==> src/rtl/iter_divider_pkg.sv <==
// Shared constants for the iterative divider: opcodes, FSM states and NZCV flag positions.
// Flag positions match the ALU and condition unit layout.
package iter_divider_pkg;

    localparam logic [3:0] DIV_U = 4'b0110;
    localparam logic [3:0] DIV_S = 4'b0111;

    typedef enum logic [1:0] {
        IDLE = 2'd0,
        RUN  = 2'd1,
        DONE = 2'd2
    } div_state_e;

    localparam int FLAG_N = 3;
    localparam int FLAG_Z = 2;
    localparam int FLAG_C = 1;
    localparam int FLAG_V = 0;

endpackage

==> src/rtl/iter_divider_div_step.sv <==
// One combinational restoring-division iteration on unsigned magnitudes.
// Quotient bits shift into the low end of the dividend register as it empties.
module div_step
    import iter_divider_pkg::*;
#(
    parameter int WIDTH = 32
) (
    input  logic [WIDTH-1:0] rem_i,
    input  logic [WIDTH-1:0] dvd_i,
    input  logic [WIDTH-1:0] divisor_i,
    output logic [WIDTH-1:0] rem_o,
    output logic [WIDTH-1:0] dvd_o,
    output logic             qbit_o
);

    logic [WIDTH:0] shifted;
    logic [WIDTH:0] trial;

    // rem < divisor, so the shifted value needs one extra bit and the
    // trial MSB is a clean borrow indicator.
    always_comb begin
        shifted = {rem_i, dvd_i[WIDTH-1]};
        trial   = shifted - {1'b0, divisor_i};
        qbit_o  = ~trial[WIDTH];
        rem_o   = qbit_o ? trial[WIDTH-1:0] : shifted[WIDTH-1:0];
        dvd_o   = {dvd_i[WIDTH-2:0], qbit_o};
    end

endmodule

==> src/rtl/iter_divider.sv <==
// Multi-cycle restoring divider for the DIV_U/DIV_S opcodes; stalls via busy and
// returns sign-corrected quotient, remainder and NZCV flags with a one-cycle done pulse.
module iter_divider
    import iter_divider_pkg::*;
#(
    parameter int WIDTH = 32,
    parameter int CNT_W = 6
) (
    input  logic             clk,
    input  logic             reset,
    input  logic             start,
    input  logic             flush,
    input  logic [3:0]       ALUControl,
    input  logic [WIDTH-1:0] a,
    input  logic [WIDTH-1:0] b,
    output logic             busy,
    output logic             done,
    output logic [WIDTH-1:0] Quotient,
    output logic [WIDTH-1:0] Remainder,
    output logic [3:0]       DivFlags
);

    div_state_e       state_q;
    logic [CNT_W-1:0] cnt_q;
    logic [WIDTH-1:0] rem_q, dvd_q, dvs_q;
    logic             qneg_q, rneg_q, dz_q, ovf_q;
    logic             busy_q, done_q;
    logic [WIDTH-1:0] quo_q, remo_q;
    logic [3:0]       flags_q;

    logic             acc_ok, sgn, a_neg, b_neg, is_ovf;
    logic [WIDTH-1:0] a_mag, b_mag;
    logic [WIDTH-1:0] step_rem, step_dvd;
    logic             step_q;
    logic [WIDTH-1:0] q_d, r_d;
    logic [3:0]       flags_d;

    div_step #(.WIDTH(WIDTH)) u_step (
        .rem_i     (rem_q),
        .dvd_i     (dvd_q),
        .divisor_i (dvs_q),
        .rem_o     (step_rem),
        .dvd_o     (step_dvd),
        .qbit_o    (step_q)
    );

    always_comb begin
        acc_ok = start && (ALUControl == DIV_U || ALUControl == DIV_S);
        sgn    = ALUControl[0];
        a_neg  = sgn & a[WIDTH-1];
        b_neg  = sgn & b[WIDTH-1];
        a_mag  = a_neg ? ('0 - a) : a;
        b_mag  = b_neg ? ('0 - b) : b;
        is_ovf = sgn && (a == {1'b1, {(WIDTH-1){1'b0}}}) && (b == '1);

        // Divide-by-zero keeps |a| in the dividend register; re-signing it restores a.
        q_d = dz_q ? '1 : (qneg_q ? ('0 - dvd_q) : dvd_q);
        if (dz_q)
            r_d = rneg_q ? ('0 - dvd_q) : dvd_q;
        else
            r_d = rneg_q ? ('0 - rem_q) : rem_q;

        flags_d         = '0;
        flags_d[FLAG_N] = q_d[WIDTH-1];
        flags_d[FLAG_Z] = (q_d == '0);
        flags_d[FLAG_C] = 1'b0;
        flags_d[FLAG_V] = dz_q | ovf_q;
    end

    always_ff @(posedge clk or posedge reset) begin
        if (reset) begin
            state_q <= IDLE;
            cnt_q   <= '0;
            rem_q   <= '0;
            dvd_q   <= '0;
            dvs_q   <= '0;
            qneg_q  <= 1'b0;
            rneg_q  <= 1'b0;
            dz_q    <= 1'b0;
            ovf_q   <= 1'b0;
            busy_q  <= 1'b0;
            done_q  <= 1'b0;
            quo_q   <= '0;
            remo_q  <= '0;
            flags_q <= 4'b0100;
        end else begin
            done_q <= 1'b0;
            if (flush) begin
                state_q <= IDLE;
                busy_q  <= 1'b0;
            end else begin
                case (state_q)
                    IDLE: begin
                        if (acc_ok) begin
                            dvd_q   <= a_mag;
                            dvs_q   <= b_mag;
                            rem_q   <= '0;
                            cnt_q   <= '0;
                            qneg_q  <= a_neg ^ b_neg;
                            rneg_q  <= a_neg;
                            dz_q    <= (b == '0);
                            ovf_q   <= is_ovf;
                            busy_q  <= 1'b1;
                            state_q <= (b == '0) ? DONE : RUN;
                        end
                    end
                    RUN: begin
                        rem_q <= step_rem;
                        dvd_q <= step_dvd;
                        cnt_q <= cnt_q + 1'b1;
                        if (cnt_q == CNT_W'(WIDTH - 1))
                            state_q <= DONE;
                    end
                    DONE: begin
                        quo_q   <= q_d;
                        remo_q  <= r_d;
                        flags_q <= flags_d;
                        done_q  <= 1'b1;
                        busy_q  <= 1'b0;
                        state_q <= IDLE;
                    end
                    default: begin
                        busy_q  <= 1'b0;
                        state_q <= IDLE;
                    end
                endcase
            end
        end
    end

    assign busy      = busy_q;
    assign done      = done_q;
    assign Quotient  = quo_q;
    assign Remainder = remo_q;
    assign DivFlags  = flags_q;

endmodule

==> config.mk <==
export PLATFORM = sky130hd
export DESIGN_NAME = iter_divider
export DESIGN_NICKNAME = d
export VERILOG_FILES = /design/src/rtl/iter_divider_pkg.sv /design/src/rtl/iter_divider_div_step.sv /design/src/rtl/iter_divider.sv
export SDC_FILE = /design/constraint.sdc
export NUM_CORES = 1
export LEC_CHECK = 0
export CORE_MARGIN = 4
export CORE_UTILIZATION = 29
export CTS_CLUSTER_DIAMETER = 200
export CTS_CLUSTER_SIZE = 40
export DETAILED_ROUTE_END_ITERATION = 12
export SYNTH_ARGS = -nofsm -noshare
export SYNTH_HDL_FRONTEND = slang
export SYNTH_HIERARCHICAL = 1
export SYNTH_SLANG_ARGS = --single-unit
==> constraint.sdc <==
create_clock -name clk -period 8.3 [get_ports clk]
set_input_delay 2.49 -clock clk [delete_from_list [all_inputs] [get_ports clk]]
set_output_delay 2.49 -clock clk [all_outputs]
set_load 0.05 [all_outputs]
### Word-level counts from Yosys, hierarchy flattened

Index checks and enable logic that the tools add are counted.

* flip-flop bits (word level): 177
* bits of input ports: 72
* output and inout bits: 70
* logic and storage cells: 74

* add/sub/neg operators: 6
* eq/ne operators: 11
* mux-type cells: 24
* bitwise gates (word level): 6
* reductions and logical operators: 13

Operators with widths (count)
* 2-to-1 mux 32 bit: 10
* case mux 32 bit (2 select lines): 2
* subtractor 1 x 32 -> 32 bit (first input constant): 4
* == test 32 bit (second input constant): 2
* logical NOT 32 bit: 2
* subtractor 33 x 32 -> 33 bit: 1
* case mux 6 bit (2 select lines): 1
* == test 4 x 3 -> 1 bit (second input constant): 2
* 2-to-1 mux 2 bit: 4
* adder 6 x 1 -> 6 bit (second input constant): 1
* == test 6 x 5 -> 1 bit (second input constant): 1
* 2-to-1 mux 6 bit: 1
* inequality test 3 bit (second input constant): 2
* AND reduction 2 bit: 3
* AND reduction 3 bit: 2
* 2-to-1 mux 1 bit: 4
* inequality test 2 bit (second input constant): 2
* case mux 2 bit (2 select lines): 1
* logical AND 1 bit: 3
* bitwise AND 1 bit: 2
* == test 2 x 1 -> 1 bit (second input constant): 1
* == test 2 bit (second input constant): 1
* logical NOT 2 bit: 1
* inverter 1 bit: 2
* other kinds (5): 5

### Longest topological paths before layout

* word-level depth: 6
* mapped depth: 16
* depth with buffers taken out: 15

### Modules after synthesis

Netlist, hierarchy kept.

Modules (own cells, without submodules)
* iter_divider: instances 1, cells an instance 1330, area an instance 10905.5 um2, sequential area each 4405.5 um2
* div_step: instances 1, cells an instance 343, area an instance 2496.1 um2, sequential area each 0.0 um2

### Worst setup path after synthesis

OpenSTA, ideal clock, no wires.

* kind: in2reg
* start: input port b[8]
* end: register state_q[1]
* library setup time: 72 ps
* arrival time: 4705 ps
* required time: 8228 ps
* slack: 3522 ps
* stages on the path: 6
* buffers on the path: 0
* cell sequence: or4_4 -> or4_4 -> or4_4 -> or4_1 -> o21a_1 -> nor2_1

* cells in the longest elaborated chain, start to end: 5

RTL lines
* from (decl): line iter_divider.sv:15 `input logic [WIDTH-1:0] b,`
* logical NOT 32 bit: line iter_divider.sv:104 `state_q <= (b == '0) ? DONE : RUN;`
* 2-to-1 mux 2 bit: line iter_divider.sv:104
* 2-to-1 mux 2 bit: line iter_divider.sv:94 `if (acc_ok) begin`
* case mux 2 bit (2 select lines): line iter_divider.sv:92 `case (state_q)`
* 2-to-1 mux 2 bit: line iter_divider.sv:88 `if (flush) begin`
* to (signal assigned): line iter_divider.sv:104
* to (decl): line iter_divider.sv:23 `div_state_e state_q;`

No other way between the ends. The select of a mux whose other input is x is not followed.
A chain may end at the register's enable or synchronous reset.

### Worst setup path after layout

* start: input port ALUControl[3]
* end: register cnt_q[5]

* cells in the longest elaborated chain, start to end: 5
* elaborated cells between the ends (all ways): 6
* those cells by class: eq/ne: 3; reduce/logical: 3

RTL lines
* from (decl): line iter_divider.sv:13 `input logic [3:0] ALUControl,`
* == test 4 x 3 -> 1 bit: line iter_divider.sv:48 `acc_ok = start && (ALUControl == DIV_U || ALUControl == DIV_S);`
* logical OR 1 bit (*): line iter_divider.sv:48
* logical AND 1 bit (*): line iter_divider.sv:48
* inequality test 2 bit (no line) (*)
* AND reduction 3 bit (no line) (*)
* to (signal assigned): line iter_divider.sv:110 `cnt_q <= cnt_q + 1'b1;`
* to (decl): line iter_divider.sv:24 `logic [CNT_W-1:0] cnt_q;`

Every way passes the cells marked *; elsewhere a longest branch is shown, timed or not.

==> impl_results.md <==
* Status: finished, final reports clean
* Post-CTS Repair Setup Buffers at 0
* Synthesized area at ~13,000 µm²
* Fin crit share at 63.16%
* Worst setup EP type: flop
* Mapped Cells at approximately 1,700
* DP Wirelength at 33.34 mm
* CTS Buffer Depth at 2
* Root Buffer: clkbuf_16
* Final Net Count at around 1,800
* Setup TNS at 0 ps
* Post-synth cell types at between 80 and 90
* FMAX at around 190 MHz
* Final WS setup at 3057 ps
* RSZ-0062 raised after global routing: no
* Syn_nets at 1,784
* Initial Util at ~29%
* H-tree levels at 4
* PwrDens at ~400 nW/µm²
* Yosys top cell area share at roughly 33%
* DIE AREA at 49,720 µm²
* Pre-antenna DRT Iters at 5
* Place WS at between 2000 and 3000 ps
* Resized cells post-CTS at 0
* DRC at 0
* Share of layout cells above drive strength 1 at between 6 and 7%
* RR Startpoint: dvd_q[31]$_DFFE_PP0P_
* Cts bufs inserted at 17
* Final GP Congestion at roughly 0.9
* # hold bufs at CTS at 0
* Vias per inst at roughly 5.2
* Final core occ at around a third
* Critical path launch point type: input port
* CP arrival at around 5600 ps
* Tightest Hold Check Type: reg -> reg
* Vias in the first global route at about 11,000
* Via count at about 12,000
* CTS tree: built
* Seq/Total Area, Yosys at 32.87%
* Cell taking the most area after synthesis: dfrtp_1
* Syn-to-layout area delta at 15.57%
* Core region area at roughly 46,000 µm²
* Port bufs at 140
* Initial antenna violation count at 4
* Worst slew pin tran at roughly 1100 ps
* Worst ir drop on vdd at approximately 0.00026 V
* Wire per inst at between 15 and 20 µm
* Ant diodes at 0
* Post-route minimum period at around 5200 ps
* Yosys warns at 6
* Grt ovf at 0
* Primary FF master, synth: dfrtp_1
* Critical path fanouts, max at 52
* Cell Rows at 78
* Fin. max-slew vios at 0
* Die H at about 220 µm
* Worst slew margin at a little over a quarter
* Crit path required time at around 8700 ps
* Final setup fails at 0
* Final wirelength at roughly 44 mm
* FFs w/ async S/R, synth at 100.0%
* Worst Skew at roughly 19 ps
* Tot GR Track Use at 17.22%
* Endpoint, Worst Hold: Quotient[2]$_DFFE_PP0P_
* Max cap viols at 0
* Worst hold start: Quotient[2]$_DFFE_PP0P_
* Leak at between 6 and 7 nW
* Clock Latency Late Sink at 460 ps
* Clock sinks at around 180
* Reg2Reg Depth at 16
* Starting DRT DRC Count at roughly 1,100
* Final ANT Viol Nets at 0
* Largest net degree at the start of global routing at 74
* R2r endpoint: rem_q[28]$_DFFE_PP0P_
* EDFF count, synth at 0
* First-pass GRT wire length at between 60 and 70 mm
* Critical path class: in -> reg
* Hold depth at 2
* Final Hold Vio Count at 0
* FF+latch count, synth at 176
* Die Span X at roughly 220 µm
* Clk slew on worst S/H paths at approximately 80 ps
* Largest cells by area after synthesis: dfrtp_1 (33%), nand2_1 (7.2%), o21ai_0 (6.0%)
* Syn avg cell area at roughly 8 µm²
* Worst reg2reg setup slack at 4060 ps
* IO Pins at ~140
layer usage:
layer / part of all wire, % / up-vias / global-route usage, % / wire (µm)
li1: - / 5882 / - / -
met3: 4.9 / 53 / 2.684 / 2126
met4: 1.7 / 8 / 4.275 / 757
met2: 44 / 360 / 26.48 / 19390
met1: 49 / 5817 / 25.32 / 21330
met5: 0.10 / - / 0 / 45
synth_stat cells, types with 9 or more instances:
cell and count:
a21o_1 19, a21oi_1 111, a31oi_1 15, buf_4 35
buf_6 12, clkbuf_1 84, dfrtp_1 175, ha_1 38
inv_1 56, mux2_4 19, mux2i_1 9, nand2_1 257
nand2b_1 15, nand3_1 63, nand4_1 28, nor2_1 118
nor3_1 30, nor4_1 22, o211ai_1 9, o21ai_0 161
o21ai_1 12, o31ai_1 29, o41ai_1 12, or3_1 18
or4_1 13, xnor2_1 87, xor2_1 92
metrics by stage:
stage / hold WS (ps) / instances / power, mW / cell area (µm²)
4_1_cts: 475.9 / 2315 / 6.135 / 15490
5_1_grt: 508.8 / 2315 / 6.628 / 15490
6_report: 471.8 / 2315 / 6.181 / 15490
2_1_floorplan: 438.7 / 1673 / 4.454 / 13400
3_5_place_dp: 460.1 / 2283 / 5.276 / 14910
3_3_place_gp: 454.6 / 2283 / 5.239 / 14910
worst max-delay path, stage by stage:
cell and delay, ps:
clkdlybuf4s50_1 390, nand4b_1 180, nor3_1 750, or2_2 930, nand4_1 300, or3_1 410, a21oi_1 150
sequential cells by signal, indices dropped and copies added, names as in the netlist:
signal / flops
cnt_q: 6
done: 1
qneg_q: 1
rem_q: 32
busy: 1
state_q: 2
dz_q: 1
dvs_q: 32
Quotient: 32
dvd_q: 32
ovf_q: 1
rneg_q: 1
Remainder: 32
DivFlags: 2
power breakdown:
group | switching, mW | internal (mW) | leakage (nW)
sequential | 0.516 | 1.07 | 2.33
clock | 0.384 | 0.450 | 0.285
combinational | 2.12 | 1.64 | 3.87
total | 3.02 | 3.16 | 6.48
cell families (layout without fill, tap and decap cells):
logic type                 count (synthesis)  count (layout)  share of synthesized area [%]
and+or+nand+nor                          624             624                          22.31
AOI/OAI and AO/OA                        419             419                          18.56
buffers and inverters                    199             241                          7.273
xor gates and xnor gates                 179             179                          11.70
DFF                                      176             176                          32.87
adders and majority gates                 39              39                          3.697
muxes                                     36              36                          3.557
other                                      1               1                        0.02798
how the worst max path moves through the flow:
| stage | start | end |
|---|---|---|
| final | ALUControl[3] | cnt_q[5]$_DFFE_PP0P_ |
| after global routing | ALUControl[3] | cnt_q[5]$_DFFE_PP0P_ |
| after CTS | ALUControl[3] | cnt_q[5]$_DFFE_PP0P_ |
| after detailed placement | ALUControl[3] | cnt_q[5]$_DFFE_PP0P_ |
| after global placement | ALUControl[3] | cnt_q[5]$_DFFE_PP0P_ |
| after floorplan | reset | DivFlags[0]$_DFFE_PP0P_ |
final cells by class:
class	count	area (µm²)
flip-flops and latches	176	4407
clock buffers	19	432.9
multi-input cells	1298	8041
inverters	58	222.7
fillers	4806	30090
clock inverters	13	150.1
repair buffers	151	1484
well taps	600	750.7
cells in the final DEF, fill, tap and decap left out, types with 13 or more instances in the layout:
cell type / netlist / layout
a21o_1: 19 / 19
a21oi_1: 111 / 111
a31oi_1: 15 / 15
clkbuf_16: 0 / 17
clkdlybuf4s50_1: 0 / 140
dfrtp_1: 175 / 174
ha_1: 38 / 38
inv_1: 56 / 55
mux2_4: 19 / 19
nand2_1: 257 / 255
nand2b_1: 15 / 15
nand3_1: 63 / 63
nand4_1: 28 / 28
nor2_1: 118 / 117
nor3_1: 30 / 30
nor4_1: 22 / 22
o21ai_0: 161 / 161
o31ai_1: 29 / 29
or3_1: 18 / 18
or4_1: 13 / 13
xnor2_1: 87 / 87
xor2_1: 92 / 92
Note: power is estimated with default switching activity, not from simulation.
